$ cat src/rtl/mem_access_pkg.sv
// Shared definitions for the MIPS MEM stage: memory op encodings, FSM states,
// register-file widths and small op-classification helpers.
package mem_access_pkg;

  localparam int RegBus     = 32;
  localparam int RegAddrBus = 5;
  localparam logic [RegBus-1:0] ZeroWord = '0;

  typedef enum logic [3:0] {
    MEM_NOP = 4'd0,
    MEM_LB  = 4'd1,
    MEM_LBU = 4'd2,
    MEM_LH  = 4'd3,
    MEM_LHU = 4'd4,
    MEM_LW  = 4'd5,
    MEM_SB  = 4'd6,
    MEM_SH  = 4'd7,
    MEM_SW  = 4'd8
  } mem_op_e;

  typedef enum logic [1:0] {
    IDLE = 2'd0,
    BUSY = 2'd1,
    DONE = 2'd2
  } state_e;

  function automatic logic op_is_load(logic [3:0] op);
    return op inside {MEM_LB, MEM_LBU, MEM_LH, MEM_LHU, MEM_LW};
  endfunction

  function automatic logic op_is_store(logic [3:0] op);
    return op inside {MEM_SB, MEM_SH, MEM_SW};
  endfunction

  function automatic logic op_is_half(logic [3:0] op);
    return op inside {MEM_LH, MEM_LHU, MEM_SH};
  endfunction

  function automatic logic op_is_word(logic [3:0] op);
    return op inside {MEM_LW, MEM_SW};
  endfunction

endpackage

$ cat src/rtl/mem_access_if.sv
// Data-bus request/acknowledge interface between the MEM stage (master) and
// the data memory (slave).
interface mem_access_if #(
  parameter int ADDR_W = 32
);
  logic              bus_req;
  logic              bus_we;
  logic [ADDR_W-1:0] bus_addr;
  logic [3:0]        bus_sel;
  logic [31:0]       bus_wdata;
  logic [31:0]       bus_rdata;
  logic              bus_ack;

  modport master (
    output bus_req, bus_we, bus_addr, bus_sel, bus_wdata,
    input  bus_rdata, bus_ack
  );

  modport slave (
    input  bus_req, bus_we, bus_addr, bus_sel, bus_wdata,
    output bus_rdata, bus_ack
  );
endinterface

$ cat src/rtl/mem_access_lane_fmt.sv
// Big-endian byte-lane steering: byte enables and replicated store data for
// the bus, lane select plus sign/zero extension for loads.
module mem_lane_fmt
  import mem_access_pkg::*;
(
  input  logic [3:0]  i_op,
  input  logic [1:0]  i_a,
  input  logic [31:0] i_store_data,
  input  logic [31:0] i_rdata,
  output logic [3:0]  o_sel,
  output logic [31:0] o_wdata,
  output logic [31:0] o_load_data
);

  logic signed [7:0]  w_byte;
  logic signed [15:0] w_half;

  always_comb begin
    case (i_a)
      2'd0:    w_byte = i_rdata[31:24];
      2'd1:    w_byte = i_rdata[23:16];
      2'd2:    w_byte = i_rdata[15:8];
      default: w_byte = i_rdata[7:0];
    endcase
    // Halfword lanes use a[1] only; a misaligned a[0] is masked here.
    w_half = i_a[1] ? i_rdata[15:0] : i_rdata[31:16];
  end

  always_comb begin
    o_sel       = 4'b1111;
    o_wdata     = i_store_data;
    o_load_data = i_rdata;
    case (i_op)
      MEM_LB, MEM_LBU, MEM_SB: begin
        o_sel   = 4'b1000 >> i_a;
        o_wdata = {4{i_store_data[7:0]}};
      end
      MEM_LH, MEM_LHU, MEM_SH: begin
        o_sel   = i_a[1] ? 4'b0011 : 4'b1100;
        o_wdata = {2{i_store_data[15:0]}};
      end
      default: ;
    endcase
    case (i_op)
      MEM_LB:  o_load_data = 32'($signed(w_byte));
      MEM_LBU: o_load_data = {24'd0, w_byte};
      MEM_LH:  o_load_data = 32'($signed(w_half));
      MEM_LHU: o_load_data = {16'd0, w_half};
      default: ;
    endcase
  end

endmodule

$ cat src/rtl/mem_access.sv
// MIPS MEM stage: pass-through for non-memory ops, request/ack bus transaction
// with stall for loads/stores. Define MEM_ALIGN_EXC_EN to trap misaligned ops.
module mem_access
  import mem_access_pkg::*;
#(
  parameter int ADDR_W = 32
) (
  input  logic                  clk,
  input  logic                  rst,
  input  logic                  flush,
  input  logic [3:0]            ex_mem_op,
  input  logic [ADDR_W-1:0]     ex_mem_addr,
  input  logic [RegBus-1:0]     ex_store_data,
  input  logic [RegAddrBus-1:0] ex_waddr,
  input  logic                  ex_wen,
  input  logic [RegBus-1:0]     ex_wdata,
  input  logic                  ex_hilo_wen,
  input  logic [RegBus-1:0]     ex_hi,
  input  logic [RegBus-1:0]     ex_lo,
  output logic [RegAddrBus-1:0] mem_waddr,
  output logic                  mem_wen,
  output logic [RegBus-1:0]     mem_wdata,
  output logic                  mem_hilo_wen,
  output logic [RegBus-1:0]     mem_hi_o,
  output logic [RegBus-1:0]     mem_lo_o,
  output logic                  stallreq,
  mem_access_if.master          bus
`ifdef MEM_ALIGN_EXC_EN
  ,
  output logic                  misalign
`endif
);

  state_e            r_state, w_next;
  logic              r_req, r_we, r_kill;
  logic [ADDR_W-1:0] r_addr;
  logic [3:0]        r_sel, w_sel;
  logic [31:0]       r_wdata, w_wdata, r_result, w_load_data;
  logic [1:0]        w_a;
  logic              w_is_mem, w_is_load, w_misalign, w_start;

  assign w_a       = ex_mem_addr[1:0];
  assign w_is_load = op_is_load(ex_mem_op);
  assign w_is_mem  = w_is_load | op_is_store(ex_mem_op);

`ifdef MEM_ALIGN_EXC_EN
  assign w_misalign = (op_is_half(ex_mem_op) && w_a[0]) ||
                      (op_is_word(ex_mem_op) && (w_a != 2'd0));
  assign misalign   = (r_state == IDLE) && w_is_mem && !flush && w_misalign;
`else
  assign w_misalign = 1'b0;
`endif

  assign w_start = (r_state == IDLE) && w_is_mem && !flush && !w_misalign;

  mem_lane_fmt u_lane_fmt (
    .i_op        (ex_mem_op),
    .i_a         (w_a),
    .i_store_data(ex_store_data),
    .i_rdata     (bus.bus_rdata),
    .o_sel       (w_sel),
    .o_wdata     (w_wdata),
    .o_load_data (w_load_data)
  );

  always_ff @(posedge clk) begin
    if (rst) r_state <= IDLE;
    else     r_state <= w_next;
  end

  always_comb begin
    w_next       = r_state;
    mem_waddr    = ex_waddr;
    mem_wen      = ex_wen;
    mem_wdata    = ex_wdata;
    mem_hilo_wen = ex_hilo_wen;
    mem_hi_o     = ex_hi;
    mem_lo_o     = ex_lo;
    stallreq     = 1'b0;
    case (r_state)
      IDLE: begin
        if (w_is_mem || flush) begin
          mem_wen      = 1'b0;
          mem_hilo_wen = 1'b0;
        end
        if (w_start) begin
          stallreq = 1'b1;
          w_next   = BUSY;
        end
      end
      BUSY: begin
        stallreq     = 1'b1;
        mem_wen      = 1'b0;
        mem_hilo_wen = 1'b0;
        if (bus.bus_ack) w_next = DONE;
      end
      DONE: begin
        mem_wen      = ex_wen && w_is_load && !r_kill && !flush;
        mem_wdata    = r_result;
        mem_hilo_wen = 1'b0;
        w_next       = IDLE;
      end
      default: w_next = IDLE;
    endcase
  end

  // Bus fields are launched once at the IDLE->BUSY edge and held until ack;
  // a flush seen while BUSY only marks the result as dead.
  always_ff @(posedge clk) begin
    if (rst) begin
      r_req    <= 1'b0;
      r_we     <= 1'b0;
      r_addr   <= '0;
      r_sel    <= '0;
      r_wdata  <= ZeroWord;
      r_result <= ZeroWord;
      r_kill   <= 1'b0;
    end else begin
      if (w_start) begin
        r_req   <= 1'b1;
        r_we    <= op_is_store(ex_mem_op);
        r_addr  <= {ex_mem_addr[ADDR_W-1:2], 2'b00};
        r_sel   <= w_sel;
        r_wdata <= w_wdata;
        r_kill  <= 1'b0;
      end
      if (r_state == BUSY) begin
        if (flush) r_kill <= 1'b1;
        if (bus.bus_ack) begin
          r_req    <= 1'b0;
          r_result <= w_load_data;
        end
      end
    end
  end

  assign bus.bus_req   = r_req;
  assign bus.bus_we    = r_we;
  assign bus.bus_addr  = r_addr;
  assign bus.bus_sel   = r_sel;
  assign bus.bus_wdata = r_wdata;

endmodule

$ cat src/flat_wrapper.sv
// flat-port wrapper written by rule: the top's interface ports become plain ports
module mem_access_flat import mem_access_pkg::*;
#(
  parameter int ADDR_W = 32
)
  (clk, rst, flush, ex_mem_op, ex_mem_addr, ex_store_data, ex_waddr, ex_wen, ex_wdata, ex_hilo_wen, ex_hi, ex_lo, mem_waddr, mem_wen, mem_wdata, mem_hilo_wen, mem_hi_o, mem_lo_o, stallreq, bus_bus_req, bus_bus_we, bus_bus_addr, bus_bus_sel, bus_bus_wdata, bus_bus_rdata, bus_bus_ack);
  mem_access_if #(.ADDR_W(ADDR_W)) bus_i ();
  input  logic clk;
  input  logic rst;
  input  logic flush;
  input  logic [3:0] ex_mem_op;
  input  logic [ADDR_W-1:0] ex_mem_addr;
  input  logic [RegBus-1:0] ex_store_data;
  input  logic [RegAddrBus-1:0] ex_waddr;
  input  logic ex_wen;
  input  logic [RegBus-1:0] ex_wdata;
  input  logic ex_hilo_wen;
  input  logic [RegBus-1:0] ex_hi;
  input  logic [RegBus-1:0] ex_lo;
  output logic [RegAddrBus-1:0] mem_waddr;
  output logic mem_wen;
  output logic [RegBus-1:0] mem_wdata;
  output logic mem_hilo_wen;
  output logic [RegBus-1:0] mem_hi_o;
  output logic [RegBus-1:0] mem_lo_o;
  output logic stallreq;
  output wire logic [$bits(bus_i.bus_req)-1:0] bus_bus_req;
  output wire logic [$bits(bus_i.bus_we)-1:0] bus_bus_we;
  output wire logic [$bits(bus_i.bus_addr)-1:0] bus_bus_addr;
  output wire logic [$bits(bus_i.bus_sel)-1:0] bus_bus_sel;
  output wire logic [$bits(bus_i.bus_wdata)-1:0] bus_bus_wdata;
  input wire logic [$bits(bus_i.bus_rdata)-1:0] bus_bus_rdata;
  input wire logic [$bits(bus_i.bus_ack)-1:0] bus_bus_ack;
  assign bus_bus_req = bus_i.bus_req;
  assign bus_bus_we = bus_i.bus_we;
  assign bus_bus_addr = bus_i.bus_addr;
  assign bus_bus_sel = bus_i.bus_sel;
  assign bus_bus_wdata = bus_i.bus_wdata;
  assign bus_i.bus_rdata = bus_bus_rdata;
  assign bus_i.bus_ack = bus_bus_ack;
  mem_access #(.ADDR_W(ADDR_W)) u_core (.clk(clk), .rst(rst), .flush(flush), .ex_mem_op(ex_mem_op), .ex_mem_addr(ex_mem_addr), .ex_store_data(ex_store_data), .ex_waddr(ex_waddr), .ex_wen(ex_wen), .ex_wdata(ex_wdata), .ex_hilo_wen(ex_hilo_wen), .ex_hi(ex_hi), .ex_lo(ex_lo), .mem_waddr(mem_waddr), .mem_wen(mem_wen), .mem_wdata(mem_wdata), .mem_hilo_wen(mem_hilo_wen), .mem_hi_o(mem_hi_o), .mem_lo_o(mem_lo_o), .stallreq(stallreq), .bus(bus_i));
endmodule
$ cat config.mk
export PLATFORM = sky130hd
export DESIGN_NAME = mem_access_flat
export DESIGN_NICKNAME = d
export VERILOG_FILES = /design/src/rtl/mem_access_pkg.sv /design/src/rtl/mem_access_if.sv /design/src/rtl/mem_access_lane_fmt.sv /design/src/rtl/mem_access.sv /design/src/flat_wrapper.sv
export SDC_FILE = /design/constraint.sdc
export NUM_CORES = 1
export LEC_CHECK = 0
export CAP_MARGIN = 20
export CELL_PAD_IN_SITES_DETAIL_PLACEMENT = 0
export CELL_PAD_IN_SITES_GLOBAL_PLACEMENT = 1
export CORE_UTILIZATION = 27
export CTS_CLUSTER_SIZE = 24
export DETAILED_ROUTE_END_ITERATION = 8
export HOLD_SLACK_MARGIN = 0.12
export PLACE_DENSITY = 0.86
export SYNTH_ARGS = -nofsm -noshare
export SYNTH_HDL_FRONTEND = slang
export SYNTH_SLANG_ARGS = --single-unit
export TNS_END_PERCENT = 1
$ cat constraint.sdc
create_clock -name clk -period 4.92 [get_ports clk]
set_clock_uncertainty 0.05 [all_clocks]
set_input_delay 0.492 -clock clk [delete_from_list [all_inputs] [get_ports clk]]
set_output_delay 0.492 -clock clk [all_outputs]
set_load 0.1 [all_outputs]
==> metrics.md <==
| Metric | Value |
|---|---|
| Fraction of layout cells with a size suffix above 1 | `0.122` |
| Hold-fix buffers, CTS | `0` |
| Total design power | `2620 uW` |
| Synthesis warning total | `0` |
| IO Count | `381` |
| Number of cell rows | `53` |
| Post-DRT Antenna Nets | `0` |
| PwrDens | `323 mW/mm2` |
| Clock Sinks | `103` |
| Setup CP Type | `in2out` |
| Max rail drop VDD | `123 uV` |
| Port-buffer cells | `240` |
| Adder-Cell Fraction of Synth Area | `0` |
| CTS clk-pin slew, worst paths | `70 ps` |
| Min cycle time layout | `3400 ps` |
| P_leak | `0.00287 uW` |
| Worst-path cell chain | `clkdlybuf4s50_1 > or4_4 > and2_1 > o21ai_0 > o21a_1 > buf_4` |
| Nets@finish | `1029` |
| Core area | `0.0210 mm2` |
| Via density | `4.83` |
| Number of flops mapped to enable cells by yosys | `0` |
| Vias in the first global route | `5011` |
| Avg Inst Size Synth | `8.44 um2` |
| TritonRoute pass-1 iters | `4` |
| Largest net degree at the start of global routing | `64` |
| Final Hold Viols | `0` |
| Critical path startpoint category | `input port` |
| Async SR Flop Fraction | `0` |
| Cells after synthesis | `683` |
| Synth area leader | `dfxtp_1` |
| Worst Path Required | `4380 ps` |
| Simple-Gate Fraction of Synth Area | `0.176` |
| Clk Latency, worst-skew pair | `340 ps` |
| Most frequent cells after synthesis | `nand2_1 (142), dfxtp_1 (103), buf_4 (74)` |
| Post-synthesis mux area share | `0.127` |
| Worst Max-Slew Pin Slew | `1040 ps` |
| CP max-delay cell | `clkdlybuf4s50_1` |
| H-tree levels | `3` |
| Grt ovf | `0` |
| Root buf cell | `clkbuf_16` |
| CTS Buf Count | `9` |
| Slowest stage delay, CP | `810 ps` |
| Horiz. Die Dim | `148 um` |
| Die Height | `148 um` |
| Synth top area cells | `dfxtp_1 (36%), buf_4 (9.6%), nand2_1 (9.2%)` |
| RSZ-0062 raised after global routing | `false` |
| Routability cong. | `0.801` |
| Crit. End Element | `output pin` |
| Hold crit path type | `reg2reg` |
| Postcts setup bufs | `0` |
| Initial drt markers | `240` |
| Slew Limit Fails | `0` |
| Synth Flop Type | `dfxtp_1` |
| P&R area growth vs syn | `40.8%` |
| PostCTS Resize Cnt | `0` |
| Post-DR wirelength/cell | `16.8 um` |
| Synth Area in Compound Gates | `0.190` |
| Yosys top cell area share | `0.358` |
| Die Area | `0.0219 mm2` |
| Drc violations | `0` |
| Total Wirelength | `18500 um` |
| Synth Area in XOR/XNOR | `0.00304` |
| Synth Register Bits | `103` |
| Status | `finished clean` |
| Max-capacitance violation count | `0` |
| Initial cell density of the core | `0.275` |
| Largest family of logic cells by synthesized area | `compound AO/OA/AOI/OAI gates` |
| N_diodes | `0` |
| Final period util | `0.691` |
| CTS tree | `built` |
| Fmax | `294 MHz` |
| Synthesized area | `0.00576 mm2` |
| Final HPWL DP | `13500 um` |
| Most frequent cell after synthesis | `nand2_1` |
| First-pass GRT wire length | `28100 um` |
| Synth unique cells | `53` |
| Worst Path Max Fanout | `23` |
| CP arrival | `2860 ps` |
| Register area share after synthesis | `0.358` |
| CP top delay family | `buffers and inverters` |
| DR vias | `5318` |
| Max clock buf depth | `2` |
| Buffer and inverter count on the worst path | `2` |
| Setup TNS | `0 ps` |
| Total global-route track usage | `0.165` |
| Worst slew margin | `0.302` |
| Setup Viol. Count Final | `0` |
| Initial antenna violation count | `0` |
[stage by stage]
stage | hold WS (ps) | area (um2) | util | setup WS, ps | instances
floorplan | 371 | 5770 | - | 1970 | 684
global placement | 389 | 7760 | 0.370 | 1500 | 1085
detailed placement | 393 | 7760 | 0.370 | 1510 | 1085
CTS | 403 | 8100 | 0.386 | 1530 | 1101
global route | 422 | 8110 | 0.387 | 1350 | 1102
finish | 403 | 8110 | 0.387 | 1520 | 1102
[logic make-up (layout without fill, tap and decap cells)]
group / count (synthesis) / after routing
other: 1 / 2
XOR/XNOR: 2 / 2
AO/OA/AOI/OAI: 151 / 151
multiplexers: 59 / 59
AND/OR/NAND/NOR: 237 / 237
buffers and inverters: 130 / 273
flip-flops: 103 / 103
[layout by cell type, fill, tap and decap left out, types with 3 or more instances in the layout]
cell | synthesis | routed
a211oi_1 | 19 | 19
a211oi_2 | 8 | 8
a21oi_1 | 55 | 55
a311oi_1 | 14 | 14
a311oi_2 | 7 | 7
a31oi_1 | 5 | 5
and2_1 | 4 | 4
buf_4 | 74 | 13
clkbuf_16 | 0 | 9
clkdlybuf4s50_1 | 0 | 236
dfxtp_1 | 103 | 103
inv_1 | 7 | 7
mux2_2 | 41 | 41
mux2i_1 | 11 | 11
mux4_2 | 7 | 7
nand2_1 | 142 | 142
nor2_1 | 56 | 56
nor2b_1 | 5 | 5
nor3_1 | 8 | 8
nor3b_1 | 3 | 3
o21ai_0 | 15 | 14
o221ai_1 | 3 | 3
o22ai_1 | 7 | 7
o2bb2ai_1 | 6 | 6
[worst register-to-register path: stages (launching register included)]
cell	delay, ps
dfxtp_1	480
nand3b_1	430
a41o_1	380
a31oi_2	780
a311oi_1	200
[power by group]
part           total (uW)  switching (uW)  internal [uW]
registers             911            27.3            883
clock network         814             355            459
logic                 898             616            282
[final cells by class]
| class | instances | area, um2 |
|---|---|---|
| Clock buffer | 9 | 225 |
| Sequential cell | 103 | 2060 |
| Multi-Input combinational cell | 451 | 2870 |
| Tap cell | 275 | 344 |
| Inverter | 7 | 26.3 |
| Fill cell | 2148 | 12800 |
| Clock inverter | 7 | 114 |
| Timing Repair Buffer | 250 | 2470 |
[path summary, 6_finish.rpt]
check / start / to / slack (ps) / cells past startpoint
hold / removal: u_core.bus.bus_sel[2] / u_core.bus.bus_sel[2] / 400 / 2
setup reg to reg: u_core.r_state[0] / u_core.r_result[15] / 2430 / 4
setup / recovery: ex_mem_op[1] / mem_wen / 1520 / 6
hold reg to reg: u_core.bus.bus_sel[2] / u_core.bus.bus_sel[2] / 400 / 2
[metal layers]
metal  vias to the layer above  routed length, um  global-route usage
met3                        45               1050              0.0236
li1                       2589                  -                   -
met1                      2516               8090               0.217
met5                         -                  0                   0
met4                         0                672              0.0851
met2                       168               8650               0.264
[sequential cells by signal, indices dropped and copies added, names as in the netlist]
register              flops
u_core.bus.bus_addr      30
u_core.bus.bus_sel        4
u_core.bus.bus_req        1
u_core.r_result          32
u_core.bus.bus_we         1
u_core.r_state            2
u_core.r_kill             1
u_core.bus.bus_wdata     32
Power figures use the tool's default switching activity.
